**config.mk**
```make
export PLATFORM = sky130hd
export DESIGN_NAME = router
export DESIGN_NICKNAME = d
export VERILOG_FILES = /design/src/rtl/router.sv
export SDC_FILE = /design/constraint.sdc
export NUM_CORES = 1
export LEC_CHECK = 0
export BUFFER_PORTS_ARGS = -buffer_cell sky130_fd_sc_hd__buf_4
export CAP_MARGIN = 20
export CORE_MARGIN = 1.5
export CORE_UTILIZATION = 50
export DETAILED_ROUTE_END_ITERATION = 16
export GPL_TIMING_DRIVEN = 1
export PLACE_DENSITY = 0.67
export SKIP_CTS_REPAIR_TIMING = 1
export SLEW_MARGIN = 20
export SYNTH_ARGS = -nofsm -noshare
export SYNTH_HDL_FRONTEND = slang
export SYNTH_SLANG_ARGS = --single-unit
export TNS_END_PERCENT = 30
```
**constraint.sdc**
```tcl
create_clock -name clk -period 13.7 [get_ports clk]
set_clock_uncertainty 0.05 [all_clocks]
set_input_delay 1.37 -clock clk [delete_from_list [all_inputs] [get_ports clk]]
set_output_delay 1.37 -clock clk [all_outputs]
set_load 0.005 [all_outputs]
```
**src/rtl/router.sv**
```systemverilog
// router: five-port XY-routed mesh NoC router with per-input FIFOs,
// per-output credit counters and round-robin arbitration (port order N,S,E,W,L)
module router #(
    parameter logic [3:0] X_ADDR = 4'd0,
    parameter logic [3:0] Y_ADDR = 4'd0,
    parameter int BUF_DEPTH = 4
) (
    input  logic        clk,
    input  logic        rst,
    input  logic [15:0] north_i,
    input  logic [15:0] south_i,
    input  logic [15:0] east_i,
    input  logic [15:0] west_i,
    input  logic [15:0] local_i,
    input  logic        n_incr_i,
    input  logic        s_incr_i,
    input  logic        e_incr_i,
    input  logic        w_incr_i,
    input  logic        l_incr_i,
    output logic [15:0] north_o,
    output logic [15:0] south_o,
    output logic [15:0] east_o,
    output logic [15:0] west_o,
    output logic [15:0] local_o,
    output logic        n_incr_o,
    output logic        s_incr_o,
    output logic        e_incr_o,
    output logic        w_incr_o,
    output logic        l_incr_o
);
    localparam int AW = BUF_DEPTH > 1 ? $clog2(BUF_DEPTH) : 1;
    localparam int CW = $clog2(BUF_DEPTH + 1);
    localparam logic [CW-1:0] DEPTH = CW'(BUF_DEPTH);
    localparam logic [AW-1:0] LAST = AW'(BUF_DEPTH - 1);

    logic [15:0] flit_in [5];
    logic [15:0] flit_out [5];
    logic [15:0] head [5];
    logic [4:0]  req [5];
    logic [4:0]  gnt [5];
    logic [4:0]  incr_in;
    logic [4:0]  incr_out;

    assign flit_in[0] = north_i;
    assign flit_in[1] = south_i;
    assign flit_in[2] = east_i;
    assign flit_in[3] = west_i;
    assign flit_in[4] = local_i;
    assign incr_in = {l_incr_i, w_incr_i, e_incr_i, s_incr_i, n_incr_i};
    assign north_o = flit_out[0];
    assign south_o = flit_out[1];
    assign east_o = flit_out[2];
    assign west_o = flit_out[3];
    assign local_o = flit_out[4];
    assign {l_incr_o, w_incr_o, e_incr_o, s_incr_o, n_incr_o} = incr_out;

    for (genvar i = 0; i < 5; i++) begin : g_in
        logic [15:0]   mem [BUF_DEPTH];
        logic [AW-1:0] rd, wr;
        logic [CW-1:0] cnt;
        logic [3:0]    dx, dy;
        logic          wr_en, deq, pulse;
        assign head[i] = mem[rd];
        assign dx = head[i][14:11];
        assign dy = head[i][10:7];
        assign wr_en = flit_in[i][15] && cnt != DEPTH;
        assign deq = gnt[0][i] | gnt[1][i] | gnt[2][i] | gnt[3][i] | gnt[4][i];
        // one-hot output request of the head flit: X first, then Y
        assign req[i] = cnt == '0 ? 5'b00000 :
                        dx > X_ADDR ? 5'b00100 :
                        dx < X_ADDR ? 5'b01000 :
                        dy > Y_ADDR ? 5'b00001 :
                        dy < Y_ADDR ? 5'b00010 : 5'b10000;
        assign incr_out[i] = pulse;
        always_ff @(posedge clk)
            if (wr_en) mem[wr] <= flit_in[i];
        always_ff @(posedge clk) begin
            if (!rst) begin
                rd <= '0;
                wr <= '0;
                cnt <= '0;
                pulse <= 1'b0;
            end else begin
                if (wr_en) wr <= wr == LAST ? '0 : wr + 1'b1;
                if (deq) rd <= rd == LAST ? '0 : rd + 1'b1;
                cnt <= cnt + CW'(wr_en) - CW'(deq);
                pulse <= deq;
            end
        end
    end

    for (genvar o = 0; o < 5; o++) begin : g_out
        logic [4:0]    elig, rot;
        logic [2:0]    ptr, off, win;
        logic [3:0]    sum;
        logic [CW-1:0] cred;
        logic [15:0]   out;
        logic          any, ret;
        assign elig = cred == '0 ? 5'b00000 : {req[4][o], req[3][o], req[2][o], req[1][o], req[0][o]};
        // rotate so that bit 0 is the input the pointer currently favours
        assign rot = 5'({elig, elig} >> ptr);
        assign off = rot[0] ? 3'd0 : rot[1] ? 3'd1 : rot[2] ? 3'd2 : rot[3] ? 3'd3 : 3'd4;
        assign any = |elig;
        assign sum = {1'b0, ptr} + {1'b0, off};
        assign win = sum >= 4'd5 ? 3'(sum - 4'd5) : sum[2:0];
        assign gnt[o] = any ? 5'b00001 << win : 5'b00000;
        assign ret = incr_in[o];
        assign flit_out[o] = out;
        always_ff @(posedge clk) begin
            if (!rst) begin
                ptr <= 3'd0;
                cred <= DEPTH;
                out <= '0;
            end else begin
                out <= any ? head[win] : '0;
                if (any) ptr <= win == 3'd4 ? 3'd0 : win + 3'd1;
                if (any && !ret) cred <= cred - 1'b1;
                else if (!any && ret && cred != DEPTH) cred <= cred + 1'b1;
            end
        end
    end
endmodule

```
* Word level (Yosys, flattened, before mapping)
Memory sizes are Yosys's and may differ from the RTL's. A register that Yosys moved wholly into a read port is not among the register bits.
Index checks and enable logic that the tools add are counted.
W data, S select, Z words.
** Cells by class
- Shift operators :: 10
- Add/sub/neg operators :: 45
- Multiplexer cells :: 120
- Bitwise operators :: 25
- Reduce and logical (&&, ||, !) cells :: 55
- Magnitude comparators :: 30
- Equality and inequality tests :: 25
** Operators by type and width (number)
- $bmux W16 S3 :: 5
- $mux W5 :: 35
- $mux W16 :: 10
- $mux W3 :: 40
- $shr A10 B3 Y4 :: 5
- $gt A4 B1 Y1 const B :: 10
- $lt A4 B1 Y1 const B :: 10
- $mux W2 :: 20
- $add A3 B1 Y3 const B :: 10
- $logic_not A3 Y1 :: 10
- $ne A3 B3 Y1 const B :: 10
- $reduce_or A5 Y1 :: 5
- $shl A1 B3 Y5 const A :: 5
- $add A2 B1 Y2 const B :: 10
- $add A3 B3 Y4 :: 5
- $eq A2 B2 Y1 const B :: 10
- $ge A4 B3 Y1 const B :: 5
- $ge A4 B4 Y1 const B :: 5
- $logic_and A1 B1 Y1 :: 20
- $not A3 Y4 :: 5
- $or A1 B1 Y1 :: 20
- $add A3 B1 Y3 :: 5
- $eq A3 B3 Y1 const B :: 5
- $sub A3 B1 Y3 :: 5
- other kinds (6) :: 40
** Storage, ports and cells
- Memories kept :: 5
- Logic and storage cells :: 350
- Flip-flop bits (word level) :: 150
- Memory bits (writable) :: 320
- Input port bits :: 87
- Output and inout bits :: 85
** Memory list
- g_in[0].mem :: depth 4, bits a word 16, read ports 1, clocked after Yosys merged registers in 1, write ports 1, RTL line 58 : logic [15:0] mem [BUF_DEPTH];
- g_in[1].mem :: depth 4, bits a word 16, read ports 1, clocked after Yosys merged registers in 1, write ports 1, RTL line 58
- g_in[2].mem :: depth 4, bits a word 16, read ports 1, clocked after Yosys merged registers in 1, write ports 1, RTL line 58
- g_in[3].mem :: depth 4, bits a word 16, read ports 1, clocked after Yosys merged registers in 1, write ports 1, RTL line 58
- g_in[4].mem :: depth 4, bits a word 16, read ports 1, clocked after Yosys merged registers in 1, write ports 1, RTL line 58

* Longest topological paths before layout
Gate-level depths: netlist (run 1).
- Depth in word-level cells :: 23
- Gate-level depth with buffers :: 33
- Gate-level depth less buffers :: 29

* Least setup slack after synthesis (run 1)
Ideal clock, no wire load.
- Path kind :: flip-flop to flip-flop
- Start :: reg (tool-made name)
- End :: reg g_in[3].cnt[2]
- Arrival time :: 7588 ps
- Slack :: 5947 ps
- Buffers on the path :: 3
- Cell stages (with the launch flop) :: 31
- Cells stage by stage :: dfxtp_1 > buf_6 > mux4_2 > or4_1 > buf_2 > or3_4 > o32ai_1 > nor2_1 > nand2_1 > o21ai_0 > a211oi_1 > fa_1 > inv_1 > ha_1 > nor2b_1 > o21ai_0 > a211oi_1 > mux2i_1 > inv_1 > buf_2 > ha_1 > ha_1 > a222oi_1 > inv_1 > ha_1 > inv_1 > ha_1 > fa_1 > xnor2_1 > xnor2_1 > and2_1
** RTL lines
- to (signal assigned) :: RTL line 86 : cnt <= cnt + CW'(wr_en) - CW'(deq);
- to (decl) :: RTL line 60 : logic [CW-1:0] cnt;

==> impl_metrics.toml, run 1 <==
[timing]
drv_slew = 0
setup_tns_ns = 0
worst_pin_slew_ns = 1.01
period_needed_ns = 9.28
rsz0062_at_grt = "no"
worst_slew_margin_rel_pct = 32.7
clock.fmax_ghz = 0.108
holdWs_ns = 0.436
setup_viol = 0
fin_ws_ns = 4.42
post-route-period-util_pct = 67.7
hold_viol = 0

[placement]
pre_cts_ws_ns = 4.43
gp_congestion = 0.843
numPortBuffers = 137
hpwl_um = 31500
dpl_cell_area_mm2 = 0.0211

[clock_tree]
cts_sinks = 436
cts_buffers = 45
clk_latency_ns = 0.57
htree_levels = 2
path_clk_slew_ns = 0.06
clock_path_buffers = 3
cts_tree = "done"
clock-root-buffer = "clkbuf_16"

[critical_path]
worst_ep_arrival_time_ns = 9.68
path_common_cell = "ha_1"
critical_path_class = "flop to flop"
ff2ff_setup_slack_ns = 4.42
slowest_delay_ns = 0.88
crit_path_end_kind = "flop"
crit_required_ns = 14.10
critical_path_buf_inv_count = 5
rr_worst_depth = 29
crit_family = "adder cells"
reg2reg_to = "g_in[3].cnt[2]"
worst_setup_path_start_kind = "flop"
cpMaxStageDelayCell = "a222oi_1"
worst-path-max-fanout = 16

[drt]
drt_iter0_markers = 870
wl_per_cell_um = 22.3
dr.pass1.iters = 7
vias = 11500
drc = 0
ant_nets = 0
routed_wl_um = 44200
vias_per_cell = 5.81

[layout]
fin_util_pct = 58.1
syn_to_final_growth_pct = 14.5
antennaDiodeCount = 0
fin_nets = 1581
drive_above_1_share_pct = 24.6
post-route-cell-area_mm2 = 0.0225

[floorplanning]
die_w_um = 201
coreArea_mm2 = 0.0387
die_area_mm2 = 0.0405
initial_utilization_pct = 50.7
ioPinCount = 172
rows = 72
die_h_um = 201

[global_route]
grt_usage_pct = 22.1
first_global_vias = 11400
grt_overflow_total = 0
grt_max_degree = 73
antenna_found_initial = 2
grt_pass1_wl_um = 67300

[flow_run]
maxCapViolCount = 0

[synth]
synth_flop_cell = "edfxtp_1"
yosys_warnings = 0
yosysSeqAreaShare_pct = 60.7
synth-edff-count = 320
avgSynthCellArea_um2 = 15.3
ys_async_sr_fraction_pct = 0
syn_inst = 1287
synthesis.area_mm2 = 0.0196
synthDistinctLibCells = 75
ys_ff_latch = 436

[worst_hold_path]
hold_start = "g_in[1].rd[1]"
whs_path_depth = 2
hold_class = "flop to flop"

[power_and_ir_drop]
ir_drop_uv = 221
pwr_density_cell_mw_per_mm2 = 251
power.leakage_nw = 8.12

[run_status]
outcome = "finished, final reports clean"
## layout by cell type, fill, tap and decap left out, types with 10 or more instances in the layout
master / count
nor3_1: 16
xnor2_1: 14
mux4_2: 118
edfxtp_1: 320
nor2_1: 82
fa_1: 11
mux2i_1: 32
and3_1: 26
clkbuf_16: 45
a21oi_1: 20
a22oi_1: 53
buf_4: 154
nand3_1: 17
o21ai_0: 22
nand2_1: 47
a211oi_1: 10
nor2b_1: 21
inv_1: 53
or3_1: 10
dfxtp_1: 116
conb_1: 32
ha_1: 57
and2_1: 23
## final cells by class
cell class,count,area (um^2)
Multi-Input combinational cell,736,7140
Sequential cell,436,11900
Fill cell,3006,16200
Timing Repair Buffer,154,1160
Clock inverter,27,249
Tap cell,518,648
Clock buffer,55,1170
Inverter,53,199
## how the worst max path moves through the flow
stage,start,to,slack (ns),cells after the start
after floorplan,flop,g_in[3].cnt[2],5.95,30
after global routing,flop,g_in[3].cnt[2],3.65,29
after CTS,flop,g_in[3].cnt[2],4.36,29
after detailed placement,flop,g_in[3].cnt[2],4.43,29
after global placement,flop,g_in[3].cnt[2],4.48,29
final,flop,g_in[3].cnt[2],4.42,29
## per-stage QoR
stage	power, mW	std cells
finish	5.65	1979
global route	5.99	1979
CTS	5.67	1979
detailed placement	4.49	1897
global placement	4.42	1897
floorplan	3.71	1318
## Yosys cell counts, drive strengths merged, types with 4 or more instances
master	number	area [um^2]
ha	57	713
nor3	18	90.1
a222oi	6	60.1
mux2	4	45.0
buf	58	383
nand2b	8	50.1
mux4	123	2790
or3b	5	46.3
nand3	17	85.1
dfxtp	116	2320
clkbuf	35	131
a211oi	10	75.1
and3	26	163
xnor2	16	140
edfxtp	320	9610
fa	11	220
nand3b	8	72.6
nor3b	6	45.0
nor2	82	308
or3	11	73.8
a31oi	5	31.3
o21a	7	60.1
mux2i	32	320
nor2b	21	131
nor4	9	56.3
nand2	47	176
a22oi	53	398
a21oi	21	116
and2	23	144
o21ai	27	139
inv	53	199
a21boi	11	82.6
## flip-flops by register name, summed over array words and instances (netlist names), named ones only
signal	flops
g_in.rd	10
g_out.cred	9
east_o	16
n_incr_o	1
g_out.ptr	9
w_incr_o	1
s_incr_o	1
g_in.cnt	15
l_incr_o	1
g_in.wr	10
e_incr_o	1
north_o	16
g_in.mem	320
local_o	16
## per-layer routing
| layer | track usage (%) | share of wire [%] | vias to the layer above |
|---|---|---|---|
| met5 | 0 | 0 | - |
| met4 | 6.64 | 2.5 | 0 |
| met3 | 5.41 | 7.9 | 67 |
| met2 | 35.6 | 48 | 433 |
| met1 | 29.9 | 42 | 5787 |
| li1 | - | - | 5211 |
## worst min-delay path: stages (launching register included)
cell	delay, ns
dfxtp_1	0.31
nand2_1	0.05
o21ai_1	0.07
## where the power goes
group	internal [mW]	total, mW	switching (mW)
clock	0.687	1.18	0.489
sequential	1.61	1.71	0.103
combinational	1.27	2.76	1.50
## cell families after synthesis
family                     share of synthesized area (%)
AOI/OAI and AO/OA                                   6.10
other                                             0.0191
buffers and inverters                               3.63
adders and majority gates                           4.75
xor gates and xnor gates                           0.847
DFF                                                 60.7
and+or+nand+nor                                     7.85
muxes                                               16.1
Power figures use the tool's default switching activity.
==> run 2, diff against run 1 <==
PLACE_DENSITY = 0.69   (was 0.67)
clock period = 7.7 ns   (was 13.7 ns; I/O delays follow)
==> impl_metrics.toml, run 2 (synthesis gave the netlist of run 1 again) <==
[layout]
fin_nets = 1615
drive_above_1_share_pct = 28.5
most-common-layout-cells = "edfxtp_1, buf_4, mux4_2"
syn_to_final_growth_pct = 16.9
post-route-cell-area_mm2 = 0.0230
fill_cells = 2950
fin_util_pct = 59.3
largest_reg_flops = 320
layout_commonest_cell = "edfxtp_1"
antennaDiodeCount = 0
largest-register = "g_in.mem"
stdcell_count = 2014

[drt]
vias = 11700
dr.pass1.iters = 6
routed_wl_um = 44800
ant_nets = 0
drt_iter0_markers = 939
wl_per_cell_um = 22.2
vias_per_cell = 5.79
drc = 0

[worst_hold_path]
hold_class = "input port to flop"

[timing]
hold_viol = 0
post-route-period-util_pct = 96.6
worst_slew_margin_rel_pct = 39.5
holdWs_ns = 0.338
setup_tns_ns = 0
drv_slew = 0
clock.fmax_ghz = 0.134
worst_pin_slew_ns = 0.907
fin_ws_ns = 0.260
setup_viol = 0
period_needed_ns = 7.44
rsz0062_at_grt = "yes"

[floorplanning]
initial_utilization_pct = 50.7
die_w_um = 201
die_area_mm2 = 0.0405
die_h_um = 201
rows = 72
coreArea_mm2 = 0.0387
ioPinCount = 172

[critical_path]
cpMaxStageDelayCell = "mux4_2"
path_common_cell = "ha_1"
critical_path_class = "flop to flop"
worst_ep_arrival_time_ns = 7.86
crit_path_end_kind = "flop"
worst_setup_path_start_kind = "flop"
slowest_delay_ns = 0.60
crit_required_ns = 8.12
worst-path-max-fanout = 6

[clock_tree]
path_clk_slew_ns = 0.06
htree_levels = 2
clk_latency_ns = 0.58
cts_tree = "done"
cts_buffers = 45
clock-root-buffer = "clkbuf_16"
clock_path_buffers = 3
cts_sinks = 436

[flow_run]
maxCapViolCount = 0

[placement]
numPortBuffers = 137
pre_cts_ws_ns = -0.181
dpl.cell_count = 1924
dpl_cell_area_mm2 = 0.0213
gp_congestion = 0.847
hpwl_um = 32200

[run_status]
outcome = "finished, final reports clean"

[power_and_ir_drop]
ir_drop_uv = 373
power_mw = 10.3
pwr_density_cell_mw_per_mm2 = 450
power.leakage_nw = 8.35

[global_route]
grt_max_degree = 73
antenna_found_initial = 0
grt_usage_pct = 22.2
grt_pass1_wl_um = 68000
first_global_vias = 11600
grt_overflow_total = 0
## run 2: changes by cell type in the layout (fill, tap and decap cells not counted), sizes merged
cell / before / now
buf: 154 / 188
bufinv: 4 / 1
clkbuf: 55 / 67
clkinv: 17 / 11
clkinvlp: 3 / 2
inv: 56 / 55
## run 2: metal layers
metal  wire length (um)  track usage (%)  share of wire (%)  up-vias
li1                   -                -                  -     5283
met2              21100             35.2                 47      451
met3               3520             5.18                7.9       92
met1              18600             29.8                 42     5829
met5                  0                0                  0        -
met4               1540             9.09                3.4        0
## run 2: report_power, final
group          internal, mW  leakage [nW]  total, mW  switching [mW]
Combinational          2.44          3.74       5.17            2.72
Sequential             2.86          3.88       3.03           0.169
Clock                  1.25         0.727       2.14           0.893
## run 2: critical path, delay by kind of cell (launching register included)
kind / cells / cell delay, ns
xor gates and xnor gates: 2 / 0.28
muxes: 2 / 0.86
adders and majority gates: 8 / 2.12
AOI/OAI and AO/OA: 7 / 1.44
buffers and inverters: 6 / 0.68
and+or+nand+nor: 5 / 1.51
DFF: 1 / 0.41
## run 2: cell type report
class	instances	area (um^2)	area share, %
repair buffers	188	1450	6.30
inverters	53	199	0.866
clock buffers	67	1340	5.84
well taps	518	648	2.82
clock inverters	16	151	0.659
flip-flops and latches	436	11900	52.0
multi-input cells	736	7240	31.5
## run 2: path summary, 6_finish.rpt
check                startpoint                  to  slack (ns)  depth (start not counted)
hold reg to reg   g_in[1].rd[1]                flop        0.42                          2
setup / recovery           flop      g_in[3].cnt[2]        0.26                         30
hold / removal       west_i[12]  g_in[3].mem[3][12]        0.34                          1
setup reg to reg           flop      g_in[3].cnt[2]        0.26                         30
